==> config.mk <==
export PLATFORM = sky130hd
export DESIGN_NAME = boot_loader_flat
export DESIGN_NICKNAME = d
export VERILOG_FILES = /design/src/rtl/boot_loader_if.sv /design/src/rtl/boot_loader.sv /design/src/flat_wrapper.sv
export SDC_FILE = /design/constraint.sdc
export NUM_CORES = 1
export LEC_CHECK = 0
export ABC_CLOCK_PERIOD_IN_PS = 3500
export CORE_ASPECT_RATIO = 0.7
export CORE_MARGIN = 2
export CORE_UTILIZATION = 41
export CTS_BUF_LIST = sky130_fd_sc_hd__clkbuf_16
export DETAILED_ROUTE_END_ITERATION = 6
export SLEW_MARGIN = 40
export SYNTH_ARGS = -nofsm -noshare
export SYNTH_HDL_FRONTEND = slang
export SYNTH_SLANG_ARGS = --single-unit
==> constraint.sdc <==
create_clock -name clk -period 3.5 [get_ports clk]
set_clock_uncertainty 0.1 [all_clocks]
set_input_delay 0.875 -clock clk [delete_from_list [all_inputs] [get_ports clk]]
set_output_delay 0.875 -clock clk [all_outputs]
set_load 0.005 [all_outputs]
==> src/rtl/boot_loader_if.sv <==
// UART byte stream into the loader and word-write port out to core flash.
interface boot_loader_if #(
  parameter int WIDTH = 32
) ();
  logic [7:0]       rx_data;
  logic             rx_valid;
  logic             rx_ready;
  logic [WIDTH-1:0] flash_addr;
  logic [WIDTH-1:0] flash_data;
  logic             flash_en;

  modport master (
    output rx_data, rx_valid,
    input  rx_ready, flash_addr, flash_data, flash_en
  );

  modport slave (
    input  rx_data, rx_valid,
    output rx_ready, flash_addr, flash_data, flash_en
  );
endinterface

==> src/rtl/boot_loader.sv <==
// Frame parser: SYNC, count, base, words, checksum; each word is written one cycle after its last byte.
// Backpressure: rx_ready drops only during the single WRITE cycle; the core is held in reset until the checksum passes.
module boot_loader #(
  parameter int         WIDTH   = 32,
  parameter logic [7:0] SYNC    = 8'hB0,
  parameter int         TIMEOUT = 100000
) (
  input  logic          clk,
  input  logic          rst,
  boot_loader_if.slave  bus,
  output logic          core_rst,
  output logic          done,
  output logic          err
);

  localparam int IW = $clog2(TIMEOUT + 1);
  localparam logic [IW-1:0] TMAX = IW'(TIMEOUT - 1);

  typedef enum logic [2:0] {
    IDLE, CNT, ADDR, DATA, WRITE, CHECK, DONE, ERROR
  } state_t;

  state_t           state, state_nxt;
  logic [1:0]       byte_cnt;
  logic [15:0]      word_cnt;
  logic [15:0]      cnt_n;
  logic [WIDTH-1:0] base;
  logic [WIDTH-1:0] word;
  logic [WIDTH-1:0] word_nxt;
  logic [7:0]       csum;
  logic [IW-1:0]    idle_cnt;
  logic [WIDTH-1:0] flash_addr_q;
  logic [WIDTH-1:0] flash_data_q;
  logic             rx_rdy;
  logic             acc;
  logic             in_frame;

  assign bus.flash_addr = flash_addr_q;
  assign bus.flash_data = flash_data_q;
  assign bus.rx_ready   = rx_rdy;

  always_ff @(posedge clk or negedge rst) begin
    if (!rst) state <= IDLE;
    else      state <= state_nxt;
  end

  always_comb begin
    state_nxt = state;
    rx_rdy    = (state != WRITE);
    acc       = bus.rx_valid && rx_rdy;
    in_frame  = (state == CNT) || (state == ADDR) || (state == DATA) ||
                (state == WRITE) || (state == CHECK);
    bus.flash_en = (state == WRITE);
    core_rst  = (state != DONE);
    done      = (state == DONE);
    err       = (state == ERROR);
    word_nxt  = word;
    word_nxt[{byte_cnt, 3'b000} +: 8] = bus.rx_data;

    case (state)
      IDLE, ERROR: if (acc && bus.rx_data == SYNC) state_nxt = CNT;
      CNT:   if (acc && byte_cnt == 2'd1) state_nxt = ADDR;
      ADDR:  if (acc && byte_cnt == 2'd3) state_nxt = (cnt_n == 16'd0) ? CHECK : DATA;
      DATA:  if (acc && byte_cnt == 2'd3) state_nxt = WRITE;
      WRITE: state_nxt = (word_cnt == cnt_n - 16'd1) ? CHECK : DATA;
      CHECK: if (acc) state_nxt = (bus.rx_data == csum) ? DONE : ERROR;
      default: state_nxt = state;
    endcase

    // An idle gap inside a frame aborts it, whatever the state was about to do.
    if (in_frame && !acc && idle_cnt == TMAX) state_nxt = ERROR;
  end

  always_ff @(posedge clk or negedge rst) begin
    if (!rst) begin
      byte_cnt     <= '0;
      word_cnt     <= '0;
      cnt_n        <= '0;
      base         <= '0;
      word         <= '0;
      csum         <= '0;
      idle_cnt     <= '0;
      flash_addr_q <= '0;
      flash_data_q <= '0;
    end else begin
      idle_cnt <= (in_frame && !acc) ? idle_cnt + IW'(1) : '0;
      if (acc) begin
        case (state)
          IDLE, ERROR: if (bus.rx_data == SYNC) begin
            csum     <= '0;
            byte_cnt <= '0;
            word_cnt <= '0;
          end
          CNT: begin
            cnt_n[{byte_cnt[0], 3'b000} +: 8] <= bus.rx_data;
            csum     <= csum + bus.rx_data;
            byte_cnt <= byte_cnt[0] ? 2'd0 : byte_cnt + 2'd1;
          end
          ADDR: begin
            base[{byte_cnt, 3'b000} +: 8] <= bus.rx_data;
            csum     <= csum + bus.rx_data;
            byte_cnt <= byte_cnt + 2'd1;
          end
          DATA: begin
            word     <= word_nxt;
            csum     <= csum + bus.rx_data;
            byte_cnt <= byte_cnt + 2'd1;
            // Latch address and data only once the word is complete.
            if (byte_cnt == 2'd3) begin
              flash_addr_q <= base + WIDTH'({word_cnt, 2'b00});
              flash_data_q <= word_nxt;
            end
          end
          default: ;
        endcase
      end
      if (state == WRITE) word_cnt <= word_cnt + 16'd1;
    end
  end

endmodule

==> src/flat_wrapper.sv <==
// flat-port wrapper written by rule: the top's interface ports become plain ports
module boot_loader_flat 
#(
  parameter int         WIDTH   = 32,
  parameter logic [7:0] SYNC    = 8'hB0,
  parameter int         TIMEOUT = 100000
)
  (clk, rst, core_rst, done, err, bus_rx_data, bus_rx_valid, bus_rx_ready, bus_flash_addr, bus_flash_data, bus_flash_en);
  boot_loader_if #(.WIDTH(WIDTH)) bus_i ();
  input  logic clk;
  input  logic rst;
  output logic core_rst;
  output logic done;
  output logic err;
  input wire logic [$bits(bus_i.rx_data)-1:0] bus_rx_data;
  input wire logic [$bits(bus_i.rx_valid)-1:0] bus_rx_valid;
  output wire logic [$bits(bus_i.rx_ready)-1:0] bus_rx_ready;
  output wire logic [$bits(bus_i.flash_addr)-1:0] bus_flash_addr;
  output wire logic [$bits(bus_i.flash_data)-1:0] bus_flash_data;
  output wire logic [$bits(bus_i.flash_en)-1:0] bus_flash_en;
  assign bus_i.rx_data = bus_rx_data;
  assign bus_i.rx_valid = bus_rx_valid;
  assign bus_rx_ready = bus_i.rx_ready;
  assign bus_flash_addr = bus_i.flash_addr;
  assign bus_flash_data = bus_i.flash_data;
  assign bus_flash_en = bus_i.flash_en;
  boot_loader #(.WIDTH(WIDTH), .SYNC(SYNC), .TIMEOUT(TIMEOUT)) u_core (.clk(clk), .rst(rst), .bus(bus_i), .core_rst(core_rst), .done(done), .err(err));
endmodule
# ---- After elaboration in Yosys (flattened, before gate mapping)
# Index checks and enable logic that the tools add are counted.
dict set report op_classes {
  eq_ne 21
  n_addsub 8
  n_reduce_logical 30
  shifts 4
  n_mux 23
}
# op count
set ops {}
lappend ops {{bitwise mux 32 bit} 2}
lappend ops {{2-to-1 mux 16 bit} 4}
lappend ops {{adder 32 x 18 -> 32 bit} 1}
lappend ops {{variable shift 8 x 7 -> 32 bit, first input constant} 1}
lappend ops {{indexed part select 8 x 7 -> 32 bit} 1}
lappend ops {{2-to-1 mux 3 bit} 8}
lappend ops {{one-hot mux 3 bit (6 select lines)} 1}
lappend ops {{adder 17 x 1 -> 17 bit, second input constant} 1}
lappend ops {{equality test 17 bit, second input constant} 1}
lappend ops {{2-to-1 mux 17 bit} 1}
lappend ops {{adder 16 x 1 -> 16 bit, second input constant} 1}
lappend ops {{bitwise mux 16 bit} 1}
lappend ops {{equality test 16 bit} 1}
lappend ops {{logical NOT 16 bit} 1}
lappend ops {{one-hot mux 8 bit (2 select lines)} 1}
lappend ops {{variable shift 8 x 6 -> 16 bit, first input constant} 1}
lappend ops {{indexed part select 8 x 6 -> 16 bit} 1}
lappend ops {{subtractor 16 x 1 -> 16 bit, second input constant} 1}
lappend ops {{!= test 3 bit, second input constant} 5}
lappend ops {{equality test 3 bit, second input constant} 4}
lappend ops {{AND reduction 3 bit} 4}
lappend ops {{adder 8 bit} 1}
lappend ops {{equality test 8 bit} 1}
lappend ops {{equality test 8 bit, second input constant} 1}
lappend ops {{25 further kinds} 41}
dict set report word_totals {
  regBits 190
  out_inout_bits 69
  input_bits 11
  word_cells 96
}

# ---- Longest topological paths before layout
# Gate-level depths: netlist (run 1).
dict set report depth {
  ltp_word 9
  ltp_mapped 11
  depth_no_buf 11
}

# ---- Worst setup path before layout (run 1)
# No wires, ideal clock.
dict set report synth_timing {
  kind {register -> register}
  from {register u_core.word_cnt[0]}
  to {register u_core.flash_addr_q[20], in the netlist u_core.bus.flash_addr[20]}
  stages_incl_launch_ff 12
  period_less_slack_ps 2896
  setup_ps 82
  arrival_ps 2714
  slack_ps 604
  t_required_ps 3318
  cell_sequence {dfrtp_1 -> ha_1 -> inv_1 -> fa_1 -> nor2b_1 -> o21ai_1 -> a21oi_1 -> a31oi_1 -> a311oi_2 -> a311oi_2 -> or3_1 -> a31oi_1}
}
dict set report synth_via {
  elab_chain_len 1
}
# item line
set synth_rtl {}
lappend synth_rtl {{from (decl)} boot_loader.sv:25} ;# logic [15:0] word_cnt;
lappend synth_rtl {{from (signal assigned)} boot_loader.sv:117} ;# if (state == WRITE) word_cnt <= word_cnt + 16'd1;
lappend synth_rtl {{adder 32 x 18 -> 32 bit} boot_loader.sv:110} ;# flash_addr_q <= base + WIDTH'({word_cnt, 2'b00});
lappend synth_rtl {{to (signal assigned)} boot_loader.sv:110}
lappend synth_rtl {{to (decl)} boot_loader.sv:32} ;# logic [WIDTH-1:0] flash_addr_q;
# Every way passes these cells.
# A chain may end at the register's enable or synchronous reset.

# ---- Final worst setup path (run 1)
dict set report layout_timing {
  from {register u_core.state[1]}
  to {output port bus_flash_en}
}
dict set report layout_via {
  elab_chain_len 1
}
# item line
set layout_rtl {}
lappend layout_rtl {{from (decl)} boot_loader.sv:23} ;# state_t state, state_nxt;
lappend layout_rtl {{from (signal assigned)} boot_loader.sv:44} ;# else state <= state_nxt;
lappend layout_rtl {{equality test 3 bit} boot_loader.sv:53} ;# bus.flash_en = (state == WRITE);
lappend layout_rtl {{to (decl)} flat_wrapper.sv:20} ;# output wire logic [$bits(bus_i.flash_en)-1:0] bus_flash_en;
# Every way passes these cells.

==> impl_metrics.tcl, run 1 <==
set metrics [dict create \
    status "finished clean" \
    synth-edff-count 0 \
    crit_path_start_kind "flop" \
    synth.distinct_cells 69 \
    crit_path_end_kind "primary output" \
    place_inst 1435 \
    area_growth_syn_to_layout_pct 20.2 \
    via_count 7952 \
    routed_wl_um 25900 \
    period_share 0.959 \
    antennaDiodeCount 0 \
    die_w_um 188 \
    clock_latency_ps 450 \
    worst_pin_slew_ps 675 \
    clockRootBuffer "clkbuf_16" \
    cp.required_ps 2520 \
    cts_sinks 182 \
    grt_pass1_vias 7371 \
    overflow 0 \
    internal-power_uw 5480 \
    portBuffers 79 \
    max_freq_ghz 0.298 \
    cts_buffers 17 \
    drv_cap 0 \
    r2r-start "u_core.word_cnt[0]" \
    min_period_ps 3360 \
    clock_path_buffers 2 \
    grt_max_degree 68 \
    hp-class "in2async" \
    nFillCells 2253 \
    dpl.hpwl_um 18600 \
    comb_power_share 0.414 \
    seq_power_share 0.364 \
    switching_share 0.398 \
    place.gp.congestion 0.868 \
    hold_viol 0 \
    drtIter0Drc 621 \
    die_h_um 133 \
    synthArstFlopShare 1.00 \
    worstSetupPathType "reg2out" \
    layout-drive-gt1-share 0.0869 \
    drtAntennaViolNets 0 \
    synth_seq_cells 182 \
    worstReg2RegEnd "u_core.bus.flash_addr[24]" \
    core_area_sq_um 23400 \
    ys_seq_area_frac 0.470 \
    rows 47 \
    switching_power_uw 3630 \
    synth_area_sq_um 9680 \
    io-pin-count 80 \
    cp.arrival_ps 2380 \
    vias_per_cell 5.41 \
    crit_path_max_fanout 13 \
    synth_nets 1105 \
    rrSetupSlack_ps 320 \
    fin_setup_tns_ps 0 \
    worst_slack_ps 142 \
    htreeDepth 4 \
    postSynthAreaPerCell_sq_um 9.13 \
    power.leakage_uw 0.00496 \
    yosys_warnings 0 \
    wl_per_cell_um 17.6 \
    nets 1183 \
    power.share.clock 0.222 \
    ys.flop_type "dfrtp_1" \
    dpl_worst_slack_ps 216 \
    reg2reg_depth 13 \
    post-route-drc-count 0 \
    cts_tree "yes" \
    final_util 0.497 \
    powerDensity_nw_per_um2 783 \
    grt_usage 0.214 \
    antenna_found_initial 0 \
    layoutNonFillerInstCount 1469 \
    rsz0062_at_grt "false" \
    maxSlewHeadroom 0.546 \
    clk_pin_slew_ps 80 \
    setup_viol 0 \
    drv_slew 0 \
    ctsHoldBuffers 0 \
    peakVddDrop_v 0.000415 \
    design.die.area_sq_um 24900 \
    grt_pass1_wl_um 41600 \
    drt_first_pass_iters 5 \
    start_util 0.414 \
    synthCells 1060 \
]
-- logic make-up (layout without fill, tap and decap cells) --
kind of cell	after synthesis	after routing	synth area share
and+or+nand+nor	410	410	0.204
muxes	18	18	0.0202
DFF	182	182	0.470
adders and majority gates	34	34	0.0455
buffers and inverters	85	176	0.0337
AOI/OAI and AO/OA	277	277	0.177
xor gates and xnor gates	54	54	0.0489
-- synth_stat cells (all sizes together), types with 3 or more instances --
library cell,n,area share
a31oi,32,0.021
a21oi,26,0.013
a2111oi,3,0.0066
and3,15,0.0097
clkbuf,56,0.022
nand2b,6,0.0039
a21o,8,0.0062
nor3,19,0.010
nor2,39,0.015
nand3b,3,0.0023
dfrtp,182,0.47
buf,5,0.0027
inv,23,0.0089
o31ai,8,0.0067
o41ai,4,0.0036
nor2b,37,0.024
nand2,201,0.078
nand3,30,0.016
a311oi,3,0.0040
mux2i,6,0.0062
xnor2,29,0.026
a22oi,4,0.0031
or3,12,0.0083
nor4b,4,0.0036
nor3b,9,0.0070
and2,3,0.0019
o21ai,149,0.077
o211ai,6,0.0052
xor2,25,0.023
ha,32,0.041
nand4,15,0.0097
a22o,11,0.010
and4,4,0.0036
mux2,12,0.014
nor4,6,0.0052
o21bai,3,0.0027
-- critical path: stages, from the launching register on --
cell and delay [ps]:
dfrtp_1 500, or3_1 650, inv_2 240, clkdlybuf4s50_1 540
-- registers in the layout (all words and copies together) (netlist names) --
| signal | count |
|---|---|
| u_core.word_cnt | 16 |
| u_core.csum | 8 |
| u_core.word | 24 |
| u_core.idle_cnt | 17 |
| u_core.cnt_n | 16 |
| u_core.state | 3 |
| u_core.bus.flash_data | 32 |
| u_core.base | 32 |
| u_core.byte_cnt | 2 |
| u_core.bus.flash_addr | 32 |
-- final cells by class --
class                      count  area (sq um)  area share
clock inverter                15           184      0.0158
multi-input combinational    793          4830       0.415
sequential                   182          4550       0.391
inverter                      24          90.1     0.00774
timing repair buffer         120          1150      0.0988
clock buffer                  17           425      0.0366
tap                          318           398      0.0342
-- metal layers --
metal,wire (um),global-route usage,vias up
li1,-,-,3921
met1,13900,0.349,3813
met2,10400,0.285,205
met3,1390,0.0424,13
met4,209,0.0455,0
met5,0,0,-
-- power groups by stage --
stage / sequential (uW) / clock (uW) / combinational, uW
after CTS: 3300 / 2070 / 3740
final: 3310 / 2020 / 3770
after global placement: 3330 / 0 / 3660
after floorplan: 3140 / 0 / 2480
after global routing: 3390 / 2160 / 4200
after detailed placement: 3330 / 0 / 3720
-- metrics by stage --
step | total power [uW] | hold slack, ps | area [sq um]
after floorplan | 5620 | 339 | 9680
after global placement | 7000 | 355 | 11000
after detailed placement | 7060 | 364 | 11000
after CTS | 9120 | 355 | 11600
after global routing | 9750 | 385 | 11600
final | 9110 | 333 | 11600
-- repair_timing --
item	CTS	global route
gates resized for setup	0	1
buffers inserted	0	2
endpoints found under the setup margin	0	3
-- cells in the final DEF (no fill, tap or decap), types with 20 or more instances in the layout --
cell type and count:
buf_4 37, nor2b_1 37, ha_1 32, o21ai_1 31, a21oi_1 26, nand3_1 30, o21ai_0 117, clkdlybuf4s50_1 78
nor2_1 39, nand2_1 200, xor2_1 25, inv_1 20, a31oi_1 32, dfrtp_1 182, xnor2_1 29
-- worst max path at each step --
stage                            start                         to  slack (ps)  cells past startpoint
finish                 u_core.state[1]               bus_flash_en         140                      3
global route        u_core.word_cnt[0]  u_core.bus.flash_addr[24]          20                     13
CTS                    u_core.state[1]               bus_flash_en         130                      3
detailed placement      bus_rx_data[1]             u_core.csum[6]         220                     11
global placement        bus_rx_data[1]             u_core.csum[7]         250                     10
floorplan           u_core.word_cnt[0]  u_core.bus.flash_addr[20]         600                     11
No activity file was read; power rests on OpenSTA's default activity.
==> inputs of run 2 (changes only) <==
Settings changed: CAP_MARGIN set to 20, CORE_ASPECT_RATIO 0.7 to unset, CORE_UTILIZATION 41 to 59, PLACE_DENSITY set to 0.81.
==> run 2 against run 1 <==
  * Global-route usage is 6.0 points higher
  * Via count is 2.2% higher
  * Core utilization is 22 points higher
  * Critical endpoint is now done
  * Highest routed layer unchanged
==> impl_metrics.tcl, run 2 (same netlist as run 1, synthesis figures left out) <==
set metrics [dict create \
    status "finished clean" \
    cp.required_ps 2520 \
    grt_pass1_wl_um 38300 \
    grt_pass1_vias 7569 \
    maxSlewHeadroom 0.500 \
    crit_path_max_fanout 11 \
    crit_path_frequent_cell "inv_1" \
    dpl.hpwl_um 16300 \
    drtAntennaViolNets 0 \
    period_share 0.918 \
    crit_path_start_kind "flop" \
    cp.arrival_ps 2240 \
    drv_cap 0 \
    setup_viol 0 \
    power.leakage_uw 0.00490 \
    post-route-drc-count 0 \
    design.die.area_sq_um 17400 \
    layout-drive-gt1-share 0.0777 \
    peakVddDrop_v 0.000437 \
    clk_pin_slew_ps 70 \
    cpMaxStageDelayCell "dfrtp_1" \
    via_count 8124 \
    routed_wl_um 23200 \
    final_common_cell "nand2_1" \
    htreeDepth 4 \
    place.gp.congestion 0.912 \
    grt_usage 0.273 \
    path_cells "inv_1 > or3_1 > inv_1 > clkdlybuf4s50_1" \
    area_growth_syn_to_layout_pct 18.0 \
    drtIter0Drc 771 \
    grt_max_degree 61 \
    fin_setup_tns_ps 0 \
    slowest_delay_ps 540 \
    path_buf_inv 3 \
    rows 46 \
    rsz0062_at_grt "false" \
    placed_cell_area_sq_um 10800 \
    portBuffers 79 \
    vias_per_cell 5.97 \
    path_delay_family "buffers and inverters" \
    overflow 0 \
    clockRootBuffer "clkbuf_16" \
    clock_path_buffers 2 \
    cts_tree "yes" \
    cts_sinks 182 \
    nets 1177 \
    drt_first_pass_iters 5 \
    final_util 0.716 \
    die_w_um 132 \
    die_h_um 132 \
    worstSetupPathType "reg2out" \
    min_period_ps 3210 \
    io-pin-count 80 \
    antenna_found_initial 0 \
    start_util 0.607 \
    final_cell_area_sq_um 11400 \
    core_area_sq_um 15900 \
    cts-resized-gates 0 \
    crit_path_end_kind "primary output" \
    drv_slew 0 \
    whs_ps 292 \
    powerDensity_nw_per_um2 782 \
    cts_buffers 17 \
    max_freq_ghz 0.311 \
    hp-class "in2async" \
    clock_latency_ps 440 \
    wl_per_cell_um 17.1 \
    worst_pin_slew_ps 749 \
    hold_viol 0 \
    antennaDiodeCount 0 \
    final_cell_mix "200 x nand2_1, 182 x dfrtp_1, 117 x o21ai_0, 78 x clkdlybuf4s50_1, 39 x nor2_1" \
]
==> run 2: changes by cell type in the layout (fill, tap and decap cells not counted), moves of 2 or more <==
cell,delta
buf_4,-4
buf_12,-2
inv_1,+2
inv_8,-3
clkinvlp_4,+2
inv_6,-3
==> run 2: layer usage <==
layer  part of all wire  track usage  vias up
met5                  0            0        -
met4              0.020       0.0851        0
met3              0.059       0.0492       42
met2               0.48        0.447      259
met1               0.45        0.373     3941
li1                   -            -     3882
==> run 2: path summary, 6_finish.rpt <==
path                                          from                   endpoint  slack, ps  cells past startpoint
max in group asynchronous                      rst  u_core.bus.flash_addr[28]       2200                      2
worst min register to register      u_core.word[0]             u_core.word[0]        380                      2
min in group clk                    u_core.word[0]             u_core.word[0]        380                      2
worst min-delay path                           rst  u_core.bus.flash_data[22]        290                      1
worst max-delay path               u_core.state[1]                       done        290                      4
worst max register to register  u_core.word_cnt[0]  u_core.bus.flash_addr[22]        300                     12
==> run 2: power by group <==
group	leakage, uW	switching, uW	internal (uW)
combinational	0.00219	1980	1650
sequential	0.00242	623	2700
clock	0.000296	849	1130
total	0.00490	3460	5470
==> run 2: final cells by class <==
| type | count | area, sq um |
|---|---|---|
| sequential | 182 | 4550 |
| fill | 1216 | 4520 |
| timing repair buffer | 114 | 1080 |
| inverter | 24 | 90.1 |
| multi-input combinational | 793 | 4820 |
| clock inverter | 15 | 180 |
| tap | 216 | 270 |
| clock buffer | 17 | 425 |
==> run 2: timing repair <==
item	4_1_cts	5_1_grt
hold buffers	0	0
setup buffers	0	2
setup endpoints to repair	0	3
==> run 2: metrics by stage <==
| step | power (uW) | setup slack (ps) | cells |
|---|---|---|---|
| 2_1_floorplan | 5620 | 604 | 1060 |
| 3_5_place_dp | 6890 | 171 | 1327 |
| 4_1_cts | 8890 | 134 | 1359 |
| 3_3_place_gp | 6770 | 285 | 1327 |
| 5_1_grt | 9520 | 126 | 1361 |
| 6_report | 8930 | 287 | 1361 |
==> run 2: worst register-to-register path, cell delays in order, from the launching register on <==
cell      delay, ps
dfrtp_1         460
ha_1            220
inv_1            60
fa_1            400
nor2b_1         130
o21ai_1          80
a21oi_1         250
a31oi_1         190
a311oi_2        290
buf_4           180
a311oi_4        190
or3_1           400
a31oi_1         170
==> inputs of run 3 (changes only) <==
Settings changed: CAP_MARGIN 20 to 25.
==> results of run 3 <==
Final layout, timing and power as in run 2 (identical DEF).
